[src/rtl/dma_sequencer.sv]
// dma_sequencer: programs an am2940 DMA address generator, then runs
// req/ack memory beats, stepping the am2940 counters via cina/cinw.
//
// Ports:
//   clk, reset          clock, synchronous active-high reset
//   start, cfg_*        one-cycle transfer request with mode/addr/count
//   abort               host abort, any non-idle state
//   instr, datain       am2940 instruction and data
//   cina, cinw          am2940 carry-ins (active low = count)
//   dataout, oedata     am2940 read-back data and valid
//   am_done, address    am2940 done flag and address counter
//   mem_req, mem_addr   memory beat request and address
//   mem_ack             memory beat accepted
//   busy, done_pulse    status
//   err, residual       abort/timeout flag, captured word count
//   beats               acked beats in the current/last transfer
module dma_sequencer #(
  parameter int ACK_TIMEOUT = 255
) (
  input  logic       clk,
  input  logic       reset,
  input  logic       start,
  input  logic [2:0] cfg_mode,
  input  logic [7:0] cfg_addr,
  input  logic [7:0] cfg_count,
  input  logic       abort,
  output logic [2:0] instr,
  output logic [7:0] datain,
  output logic       cina,
  output logic       cinw,
  input  logic [7:0] dataout,
  input  logic       oedata,
  input  logic       am_done,
  input  logic [7:0] address,
  output logic       mem_req,
  output logic [7:0] mem_addr,
  input  logic       mem_ack,
  output logic       busy,
  output logic       done_pulse,
  output logic       err,
  output logic [7:0] residual,
  output logic [8:0] beats
);

  localparam int TW = (ACK_TIMEOUT < 2) ? 1 : $clog2(ACK_TIMEOUT + 1);
  localparam logic [TW-1:0] TO_MAX = TW'(ACK_TIMEOUT);

  localparam logic [2:0] I_WRCR = 3'd0;
  localparam logic [2:0] I_RDWC = 3'd2;
  localparam logic [2:0] I_RDAC = 3'd3;
  localparam logic [2:0] I_LDAD = 3'd5;
  localparam logic [2:0] I_LDWC = 3'd6;
  localparam logic [2:0] I_ENCT = 3'd7;

  typedef enum logic [2:0] {
    S_IDLE,
    S_WRCR,
    S_LDAD,
    S_LDWC,
    S_XFER,
    S_RDWC,
    S_FIN
  } state_t;

  state_t state, state_n;

  logic [2:0]    mode_q;
  logic [7:0]    addr_q;
  logic [7:0]    count_q;
  logic [TW-1:0] tcnt;
  logic [TW-1:0] tcnt_inc;
  logic          zpulse;
  logic          beat;
  logic          stall;
  logic          tmo;
  logic          accept;
  logic          active_abort;

  assign tcnt_inc     = tcnt + 1'b1;
  assign beat         = mem_req & mem_ack;
  assign stall        = mem_req & ~mem_ack;
  assign accept       = (state == S_IDLE) & start;
  assign active_abort = (state != S_IDLE) & abort;

  assign mem_addr   = address;
  assign busy       = (state != S_IDLE);
  // Zero-count requests never leave IDLE, so their strobe is registered.
  assign done_pulse = (state == S_FIN) | zpulse;

  always_comb begin
    state_n = state;
    instr   = I_RDAC;
    datain  = '0;
    mem_req = 1'b0;
    cina    = 1'b1;
    cinw    = 1'b1;
    tmo     = 1'b0;
    unique case (state)
      S_IDLE: begin
        if (start && cfg_count != 8'd0)
          state_n = S_WRCR;
      end
      S_WRCR: begin
        instr   = I_WRCR;
        datain  = {5'b0, mode_q};
        state_n = S_LDAD;
      end
      S_LDAD: begin
        instr   = I_LDAD;
        datain  = addr_q;
        state_n = S_LDWC;
      end
      S_LDWC: begin
        instr   = I_LDWC;
        datain  = count_q;
        state_n = S_XFER;
      end
      S_XFER: begin
        instr   = I_ENCT;
        // Abort withdraws the request so a same-cycle ack is void.
        mem_req = ~am_done & ~abort;
        cina    = ~(mem_req & mem_ack);
        cinw    = ~(mem_req & mem_ack);
        tmo     = stall & (tcnt_inc == TO_MAX);
        if (am_done || tmo)
          state_n = S_RDWC;
      end
      S_RDWC: begin
        instr = I_RDWC;
        if (oedata)
          state_n = S_FIN;
      end
      S_FIN: begin
        state_n = S_IDLE;
      end
      default: begin
        state_n = S_IDLE;
      end
    endcase
    if (active_abort)
      state_n = S_RDWC;
  end

  always_ff @(posedge clk) begin
    if (reset) begin
      state    <= S_IDLE;
      mode_q   <= '0;
      addr_q   <= '0;
      count_q  <= '0;
      tcnt     <= '0;
      zpulse   <= 1'b0;
      err      <= 1'b0;
      residual <= '0;
      beats    <= '0;
    end else begin
      state  <= state_n;
      zpulse <= 1'b0;
      if (accept) begin
        err   <= 1'b0;
        beats <= '0;
        tcnt  <= '0;
        if (cfg_count == 8'd0) begin
          err    <= 1'b1;
          zpulse <= 1'b1;
        end else begin
          mode_q  <= cfg_mode;
          addr_q  <= cfg_addr;
          count_q <= cfg_count;
        end
      end
      if (state == S_XFER) begin
        if (beat) begin
          tcnt <= '0;
          if (beats != 9'h1FF)
            beats <= beats + 9'd1;
        end else if (stall) begin
          tcnt <= tcnt_inc;
        end
        if (tmo)
          err <= 1'b1;
      end
      if (state == S_RDWC && oedata && !abort)
        residual <= dataout;
      if (active_abort)
        err <= 1'b1;
    end
  end

endmodule

[config.mk]
export PLATFORM = sky130hd
export DESIGN_NAME = dma_sequencer
export DESIGN_NICKNAME = d
export VERILOG_FILES = /design/src/rtl/dma_sequencer.sv
export SDC_FILE = /design/constraint.sdc
export NUM_CORES = 1
export LEC_CHECK = 0
export BUFFER_PORTS_ARGS = -buffer_cell sky130_fd_sc_hd__buf_2
export CORE_UTILIZATION = 46
export DETAILED_ROUTE_END_ITERATION = 6
export GPL_TIMING_DRIVEN = 0
export PLACE_DENSITY = 0.76
export SLEW_MARGIN = 20
export SYNTH_ARGS = -nofsm -noshare
export SYNTH_HDL_FRONTEND = slang
export SYNTH_SLANG_ARGS = --single-unit
export TNS_END_PERCENT = 30
[constraint.sdc]
create_clock -name clk -period 1.8 [get_ports clk]
set_clock_uncertainty 0.15 [all_clocks]
set_input_delay 0.18 -clock clk [delete_from_list [all_inputs] [get_ports clk]]
set_output_delay 0.18 -clock clk [all_outputs]
set_load 0.05 [all_outputs]
==> flow_summary.yaml, run 1 <==
synth:
  synth_top_area_share_pct: 38.2
  yosys.area_share.simple_pct: 25.9
  synthDistinctLibCells: 47
  mappedNetlistArea_um2: 2570
  synth_compound_area_share_pct: 16.8
  async_flop_share_pct: 0
  synth-xor-area-share_pct: 1.36
  synth_top_family_by_area: "simple AND/OR/NAND/NOR gates"
  synthMuxAreaShare_pct: 6.81
  yosys-top-cells-area: "dfxtp_1 (38%), nand2_1 (9.1%), a21oi_1 (6.8%)"
  syn_nets: 369
  postSynthAreaPerCell_um2: 8.04
  yosysTopAreaCell: "dfxtp_1"
  synth-edff-count: 0
  synth-seq-cells: 49
  synthAdderAreaFrac_pct: 3.41
  yosysWarnings: 0
  syn_inst: 320
  yosysSeqAreaShare_pct: 38.2
  synthFlopType: "dfxtp_1"
setup_path:
  path_buf_inv: 1
  path_class: "flip-flop to flip-flop"
  cp.required_ps: 1880
  critPathArrivalTime_ps: 2160
  cp_cell_sequence: "ha_4, nand2_2, nor2_4, ha_2, nand4b_1, buf_4, nor3_2, mux2_2, nor2_1"
  cp-startpoint: "beats[0]"
  critPathMaxStageDelay_ps: 370
  path_max_fanout: 5
  start_kind: "flip-flop"
  cp_top_family: "simple AND/OR/NAND/NOR gates"
  worstReg2RegStart: "beats[0]"
  cp_slowest_cell: "dfxtp_4"
  end_kind: "flip-flop"
route:
  drc: 0
  via_per_inst: 5.61
  wl_per_cell_um: 16.5
  wl_met2_mm: 4.40
  drtAntennaViolNets: 0
  finalWirelength_mm: 8.75
  wl_met3_um: 585
  met1_length_mm: 3.48
  drt_first_pass_iters: 5
  highest_layer: "met4"
  drt_iter0_drc: 255
  dr_total_vias: 2978
timing:
  worst_slew_pin_slew_ps: 579
  fin_hold_ws_ps: 17.3
  relSlewSlack_pct: 61.4
  slew_violations: 0
  setup_violations: 20
  final.setup.tns_ps: -2210
  fmax_ghz: 0.482
  post-route-period-util_pct: 115
  finalCriticalPeriod_ps: 2080
  rsz0062_at_grt: "true"
  setup_ws_ps: -275
  finalHoldViolCount: 0
floorplan:
  core_um2: 5240
  initial_core_util_pct: 49.1
  ios: 84
  rows: 26
  die_area_um2: 5890
  die_w_um: 76.8
  die_h_um: 76.8
hold_path:
  hold_path.class: "input port to flip-flop"
  hold_path_startpoint: "start"
pwr:
  powerDensity_nw_per_um2: 821
  net-switching-power_mw: 1.30
  power_frac_seq_pct: 36.2
  ir_drop_uv: 625
  power.total_mw: 3.37
  pwr-share-comb_pct: 42.3
  swShare_pct: 38.5
  power_leakage_nw: 1.80
  clockPowerShare_pct: 21.6
  p_int_mw: 2.07
clock_network:
  cts_buffers: 5
  cts_tree: "done"
  cts_max_level: 2
  root_buffer: "clkbuf_8"
  cts.path.max_buffers: 2
  clk_latency_ps: 310
  clk_pin_slew_ps: 90
  clock-sinks: 49
final_layout:
  layout_commonest_cell: "buf_2"
  layout_common_cells: "buf_2 (62), nand2_1 (56), buf_4 (37)"
  drive_gt1_share_pct: 44.5
  antenna_cells: 0
  final_nets: 509
  area_delta_synth_final_pct: 59.8
  post-route-util_pct: 78.4
  stdcell_count: 531
  nFillCells: 320
  finish.instance_area_um2: 4110
placed_design:
  place_hpwl_mm: 4.79
  dp_cells: 464
  io_buffers: 74
  gp_congestion: 0.796
  post_dp_cell_area_um2: 3110
  dp_slack_ps: -322
global_route:
  grt_pass1_wl_mm: 12.7
  grt_overflow_total: 0
  antenna_found_initial: 0
  grt_max_degree: 15
  grt_pass1_vias: 2753
  track_usage_pct: 27.1
status:
  violations: "setup timing"
  status: "finished with violations"
job:
  drv_cap: 0
## state kept, by name, summed over array words and instances, names as in the netlist, 3 cells and up
name / cells
addr_q: 8
beats: 9
count_q: 8
mode_q: 3
residual: 8
state: 3
tcnt: 8
## worst min-delay path: stages
cell and delay [ps]:
buf_2 120, nand2_2 90, nor3_1 50
## logic make-up after synthesis
group / Yosys count
DFF: 49
and+or+nand+nor: 140
AOI/OAI and AO/OA: 68
buffers and inverters: 35
xor gates and xnor gates: 4
muxes: 17
adders and majority gates: 7
## synthesized netlist by cell type, types with 2 or more instances
cell	number
nand2_1	62
dfxtp_1	49
a21oi_1	35
nor2_1	31
mux2i_1	13
buf_4	11
nand3_1	10
nor3_1	9
clkbuf_1	8
inv_1	8
ha_1	7
nand2b_1	6
o21ai_0	6
a22oi_1	5
buf_2	5
a211oi_1	4
mux2_2	4
nor4_1	4
and2_1	3
nand4b_1	3
o21bai_1	3
a31oi_1	2
and4_1	2
buf_6	2
nand4_1	2
o31ai_1	2
or3_1	2
xnor2_1	2
xor2_1	2
## power groups by stage
stage                     registers [mW]  clock network [mW]  logic [mW]
after floorplan                     1.26                   0       0.754
after global placement              1.23                   0        1.01
after detailed placement            1.23                   0        1.03
after CTS                           1.21               0.728        1.34
after global routing                1.23               0.765        1.52
final                               1.22               0.727        1.43
## worst paths after layout
check                                 end  slack, ps  cells after the start
worst max-delay path             beats[7]       -280                      9
worst min-delay path               zpulse         20                      3
worst max register to register   beats[7]       -280                      9
worst min register to register  addr_q[6]        310                      2
## layout make-up
cell class	count	area (um^2)	share of cell area, %
multi-input combinational	236	1660	40.5
inverter	8	37.5	0.914
sequential	49	1020	24.9
clock buffer	7	96.3	2.35
clock inverter	1	5.00	0.122
buffer	27	213	5.18
tap	70	87.6	2.13
timing repair buffer	133	985	24.0
## routing by layer
layer  global-route usage (%)  vias up
met5                        0        -
met4                     11.0        0
met3                     5.24       28
met2                     48.2      163
met1                     31.6     1403
li1                         -     1384
## timing repair
item | in CTS | in global routing
endpoints found under the setup margin | 51 | 59
hold buffers | 27 | 0
gates resized for setup | 87 | 24
buffers inserted | 22 | 10
hold endpoints to repair | 27 | 0
pin swaps | 17 | 16
No activity file was read; power rests on OpenSTA's default activity.
==> inputs of run 2 (changes only) <==
--- a/config.mk
+++ b/config.mk
@@ -9,7 +9,7 @@
 export CORE_UTILIZATION = 46
 export DETAILED_ROUTE_END_ITERATION = 6
 export GPL_TIMING_DRIVEN = 0
-export PLACE_DENSITY = 0.76
+export PLACE_DENSITY = 0.84
 export SLEW_MARGIN = 20
 export SYNTH_ARGS = -nofsm -noshare
 export SYNTH_HDL_FRONTEND = slang
==> run 2 against run 1 <==
  * The flow finishes with violations (DRC, setup timing)
  * Via count is 6.4% higher
  * Largest power group unchanged
  * Power up 4.1%
  * Non-clock buffer count fell by 10
  * Die area is the same
  * Hold slack worse by 17 ps
  * Setup slack got worse by 120 ps
  * Highest routed layer unchanged
==> flow_summary.yaml, run 2 (same netlist as run 1, synthesis figures left out) <==
global_route:
  antenna_found_initial: 0
  grt_pass1_wl_mm: 13.7
  grt_pass1_vias: 3002
  grt_max_degree: 15
  grt_overflow_total: 0
  track_usage_pct: 28.9
route:
  drtAntennaViolNets: 0
  via_per_inst: 6.08
  dr_total_vias: 3170
  wl_per_cell_um: 19.7
  finalWirelength_mm: 10.3
  drc: 4
  drt_iter0_drc: 458
  drt_first_pass_iters: 7
pwr:
  power_frac_seq_pct: 35.4
  swShare_pct: 39.7
  clockPowerShare_pct: 21.0
  ir_drop_uv: 659
  pwr-share-comb_pct: 43.6
  power.total_mw: 3.51
  power_leakage_nw: 1.73
  powerDensity_nw_per_um2: 865
  p_int_mw: 2.12
  net-switching-power_mw: 1.39
clock_network:
  clock-sinks: 49
  clk_pin_slew_ps: 100
  cts_max_level: 2
  root_buffer: "clkbuf_8"
  cts_tree: "done"
  cts_buffers: 5
  clk_latency_ps: 310
  cts.path.max_buffers: 2
setup_path:
  path_class: "flip-flop to flip-flop"
  start_kind: "flip-flop"
  critPathMaxStageDelay_ps: 370
  cp.required_ps: 1880
  cp-startpoint: "state[2]"
  worstReg2RegStart: "state[2]"
  cp_slowest_cell: "dfxtp_4"
  cp_cell_sequence: "buf_8, nor3b_4, buf_4, nand4b_1, nor3_2, mux2_4, nor2_2"
  critPathArrivalTime_ps: 2280
  end_kind: "flip-flop"
  path_max_fanout: 4
timing:
  fmax_ghz: 0.456
  worst_slew_pin_slew_ps: 663
  finalCriticalPeriod_ps: 2190
  finalHoldViolCount: 0
  setup_violations: 38
  fin_hold_ws_ps: 0.635
  post-route-period-util_pct: 122
  relSlewSlack_pct: 55.4
  setup_ws_ps: -394
  slew_violations: 0
  rsz0062_at_grt: "true"
final_layout:
  drive_gt1_share_pct: 44.6
  final_nets: 499
  layout_commonest_cell: "buf_2"
  area_delta_synth_final_pct: 57.8
  antenna_cells: 0
  largest_reg_flops: 9
  nFillCells: 304
  layout_common_cells: "buf_2 (60), nand2_1 (56), buf_4 (33), dfxtp_1 (33), a21oi_1 (30)"
  post-route-util_pct: 77.5
  top_register: "beats"
status:
  status: "finished with violations"
  violations: "DRC, setup timing"
floorplan:
  die_h_um: 76.8
  die_w_um: 76.8
  initial_core_util_pct: 49.1
  rows: 26
  core_um2: 5240
  ios: 84
  die_area_um2: 5890
placed_design:
  place_hpwl_mm: 4.81
  io_buffers: 74
  gp_congestion: 0.838
hold_path:
  hold_path_startpoint: "cfg_count[6]"
  hold_path.class: "input port to flip-flop"
job:
  drv_cap: 0
run 2: cell types whose count changed in the layout (fill, tap and decap cells not counted), moves of 3 or more:
cell / change
nand2_2: +3
nand2_4: -3
buf_4: -4
mux2i_2: +3
buf_6: -3
a21oi_1: -3
mux2i_1: -3
run 2: path summary, 6_finish.rpt:
path                                   end  depth (start not counted)  slack (ps)
worst max register to register    beats[7]                          7        -390
worst min register to register   addr_q[6]                          2         330
worst max-delay path              beats[7]                          7        -390
worst min-delay path            count_q[6]                          3         0.6
run 2: repair_timing:
item / 4_1_cts / 5_1_grt
hold buffers: 25 / 0
endpoints found under the hold margin: 25 / 0
pin swaps: 12 / 15
gates resized for setup: 71 / 61
setup buffers: 16 / 8
endpoints found under the setup margin: 51 / 63
cloned: 0 / 1
run 2: through the flow:
stage | cells | area, um^2 | TNS, ps | setup slack (ps)
after floorplan | 320 | 2660 | -1960 | -195
after global placement | 464 | 3110 | -2670 | -346
after detailed placement | 464 | 3110 | -4120 | -385
after CTS | 512 | 3810 | -2450 | -224
after global routing | 521 | 4060 | -7450 | -483
final | 521 | 4060 | -4610 | -394
run 2: worst max-delay path, delay by kind of cell (launching register included):
| kind | cells | cell delay, ps |
|---|---|---|
| buffers and inverters | 2 | 300 |
| DFF | 1 | 370 |
| muxes | 1 | 330 |
| and+or+nand+nor | 4 | 970 |
run 2: routing by layer:
metal / up-vias / share of wire, % / global-route usage, %
li1: 1362 / - / -
met1: 1463 / 35 / 31.4
met2: 265 / 50 / 51.4
met3: 80 / 9.0 / 5.36
met4: 0 / 6.4 / 17.7
met5: - / 0 / 0
run 2: layout make-up:
| class | instances | area, um^2 | share of cell area, % |
|---|---|---|---|
| buffer | 26 | 216 | 5.33 |
| clock buffer | 7 | 96.3 | 2.37 |
| clock inverter | 1 | 5.00 | 0.123 |
| inverter | 8 | 41.3 | 1.02 |
| multi-input combinational | 236 | 1670 | 41.2 |
| sequential | 49 | 1020 | 25.2 |
| tap | 70 | 87.6 | 2.16 |
| timing repair buffer | 124 | 915 | 22.5 |
run 2: power groups by stage:
stage                     Sequential [mW]  Combinational (mW)  Clock [mW]
after detailed placement             1.23                1.03           0
after floorplan                      1.26               0.754           0
after global routing                 1.25                1.59       0.771
after CTS                            1.21                1.30       0.714
final                                1.24                1.53       0.738
after global placement               1.23                1.00           0
==> inputs of run 3 (changes only) <==
--- a/config.mk
+++ b/config.mk
@@ -6,10 +6,12 @@
 export NUM_CORES = 1
 export LEC_CHECK = 0
 export BUFFER_PORTS_ARGS = -buffer_cell sky130_fd_sc_hd__buf_2
-export CORE_UTILIZATION = 46
+export CELL_PAD_IN_SITES_DETAIL_PLACEMENT = 0
+export CELL_PAD_IN_SITES_GLOBAL_PLACEMENT = 1
+export CORE_UTILIZATION = 36
 export DETAILED_ROUTE_END_ITERATION = 6
 export GPL_TIMING_DRIVEN = 0
-export PLACE_DENSITY = 0.84
+export PLACE_DENSITY = 0.87
 export SLEW_MARGIN = 20
 export SYNTH_ARGS = -nofsm -noshare
 export SYNTH_HDL_FRONTEND = slang
==> constraint.sdc (replaced) <==
create_clock -name clk -period 2.47 [get_ports clk]
set_clock_uncertainty 0.15 [all_clocks]
set_input_delay 0.247 -clock clk [delete_from_list [all_inputs] [get_ports clk]]
set_output_delay 0.247 -clock clk [all_outputs]
set_load 0.05 [all_outputs]
==> run 3 against run 2 <==
  * The flow now finishes without violations
  * Non-clock buffer count is 49 lower
  * Via count is 21% lower
  * Setup slack better by 520 ps
  * Register-to-register slack better by 670 ps
  * Global-route usage shrank 11 points
  * Critical endpoint is now instr[1]
  * Largest power group is now registers
  * Flip-flop and latch count stayed put
  * Cell area shrank 22%
==> flow_summary.yaml, run 3 (same netlist as run 1, synthesis figures left out) <==
route:
  wl_per_cell_um: 13.2
  dr_total_vias: 2510
  drtAntennaViolNets: 0
  drc: 0
  drt_first_pass_iters: 4
  finalWirelength_mm: 6.56
  drt_iter0_drc: 128
  via_per_inst: 5.04
floorplan:
  die_w_um: 86.5
  core_um2: 6830
  die_h_um: 86.5
  rows: 30
  initial_core_util_pct: 37.6
  ios: 84
  die_area_um2: 7480
setup_path:
  path_max_fanout: 10
  cp.required_ps: 2070
  rr_worst_depth: 8
  path_class: "flip-flop to output pin"
  end_kind: "output pin"
  critPathArrivalTime_ps: 1950
  start_kind: "flip-flop"
timing:
  rsz0062_at_grt: "false"
  worst_slew_pin_slew_ps: 619
  slew_violations: 0
  fin_hold_ws_ps: 23.7
  setup_violations: 0
  relSlewSlack_pct: 58.6
  post-route-period-util_pct: 95.1
  finalCriticalPeriod_ps: 2350
  final.setup.tns_ps: 0
  fmax_ghz: 0.426
  finalHoldViolCount: 0
final_layout:
  layout_commonest_cell: "buf_2"
  multi_input_area_um2: 1400
  antenna_cells: 0
  largest_reg_flops: 9
  top_register: "beats"
  final_nets: 450
  regArea_um2: 985
  nFillCells: 704
  drive_gt1_share_pct: 28.6
  layout_common_cells: "buf_2 (77), nand2_1 (62), dfxtp_1 (48)"
  area_delta_synth_final_pct: 23.4
placed_design:
  io_buffers: 74
  gp_congestion: 0.827
  place_hpwl_mm: 4.92
pwr:
  power_leakage_nw: 1.39
  ir_drop_uv: 296
  power.total_mw: 2.10
  powerDensity_nw_per_um2: 662
clock_network:
  cts_tree: "done"
  cts_buffers: 5
  root_buffer: "clkbuf_8"
  cts.path.max_buffers: 2
  cts_max_level: 2
  holdBufCountCts: 0
  clk_pin_slew_ps: 100
  clock-sinks: 49
  clk_latency_ps: 300
hold_path:
  hold_path_depth: 3
  hold_path.class: "input port to flip-flop"
job:
  drv_cap: 0
global_route:
  track_usage_pct: 18.3
  antenna_found_initial: 0
  met1_usage_pct: 23.5
  grt_overflow_total: 0
  busiest_layer: "met2"
  use_met3_pct: 4.38
  grt_pass1_vias: 2321
  grt_max_degree: 16
  globalRouteMet2Util_pct: 29.9
  grt_pass1_wl_mm: 10.8
status:
  status: "finished clean"
==> run 3: changes by cell type in the layout (fill, tap and decap cells not counted), sizes merged <==
| cell | previous run | this run |
|---|---|---|
| clkinv | 1 | 2 |
| buf | 118 | 93 |
| dlygate4sd3 | 25 | 0 |
| clkbuf | 14 | 13 |
| clkinvlp | 1 | 2 |
==> run 3: per-stage QoR <==
| step | util [%] | area [um^2] | setup WS (ps) | cells |
|---|---|---|---|---|
| 3_3_place_gp | 44.8 | 3060 | 218 | 490 |
| 2_1_floorplan | - | 2570 | 96.7 | 320 |
| 3_5_place_dp | 44.8 | 3060 | 215 | 490 |
| 5_1_grt | 46.4 | 3170 | 41.0 | 498 |
| 6_report | 46.4 | 3170 | 121 | 498 |
| 4_1_cts | 46.2 | 3160 | 42.4 | 498 |
==> run 3: path summary, 6_finish.rpt <==
check | startpoint | endpoint | slack [ps]
max reg2reg | beats[0] | beats[3] | 280
min | dataout[7] | residual[7] | 20
min reg2reg | mode_q[1] | mode_q[1] | 310
max | state[1] | instr[1] | 120
==> run 3: metal layers <==
| metal | wire length, um | share of wire [%] |
|---|---|---|
| met2 | 3060 | 47 |
| met3 | 385 | 5.9 |
| met4 | 97 | 1.5 |
| met1 | 3020 | 46 |
| met5 | 0 | 0 |
==> run 3: critical path: stages (launching register included) <==
cell	delay, ps
dfxtp_4	410
buf_6	160
inv_1	100
ha_1	330
a21boi_0	130
a311o_1	290
buf_2	220
==> run 3: final cells by class <==
class / count / area share (%)
Clock inverter: 3 / 0.552
Sequential cell: 49 / 31.0
Clock buffer: 5 / 2.17
Buffer: 27 / 5.36
Multi-Input combinational cell: 236 / 44.3
Inverter: 8 / 1.07
Tap cell: 96 / 3.79
Timing Repair Buffer: 74 / 11.8
==> run 3: where the power goes <==
part | internal [mW] | leakage (nW) | switching (mW)
sequential | 0.850 | 0.399 | 0.0379
clock | 0.196 | 0.0439 | 0.271
combinational | 0.233 | 0.943 | 0.511
==> run 3: what timing repair did <==
| action | in CTS | in global routing |
|---|---|---|
| cloned | 0 | 0 |
| resized for setup | 3 | 7 |
| buffers inserted | 0 | 0 |
| endpoints found under the setup margin | 2 | 2 |
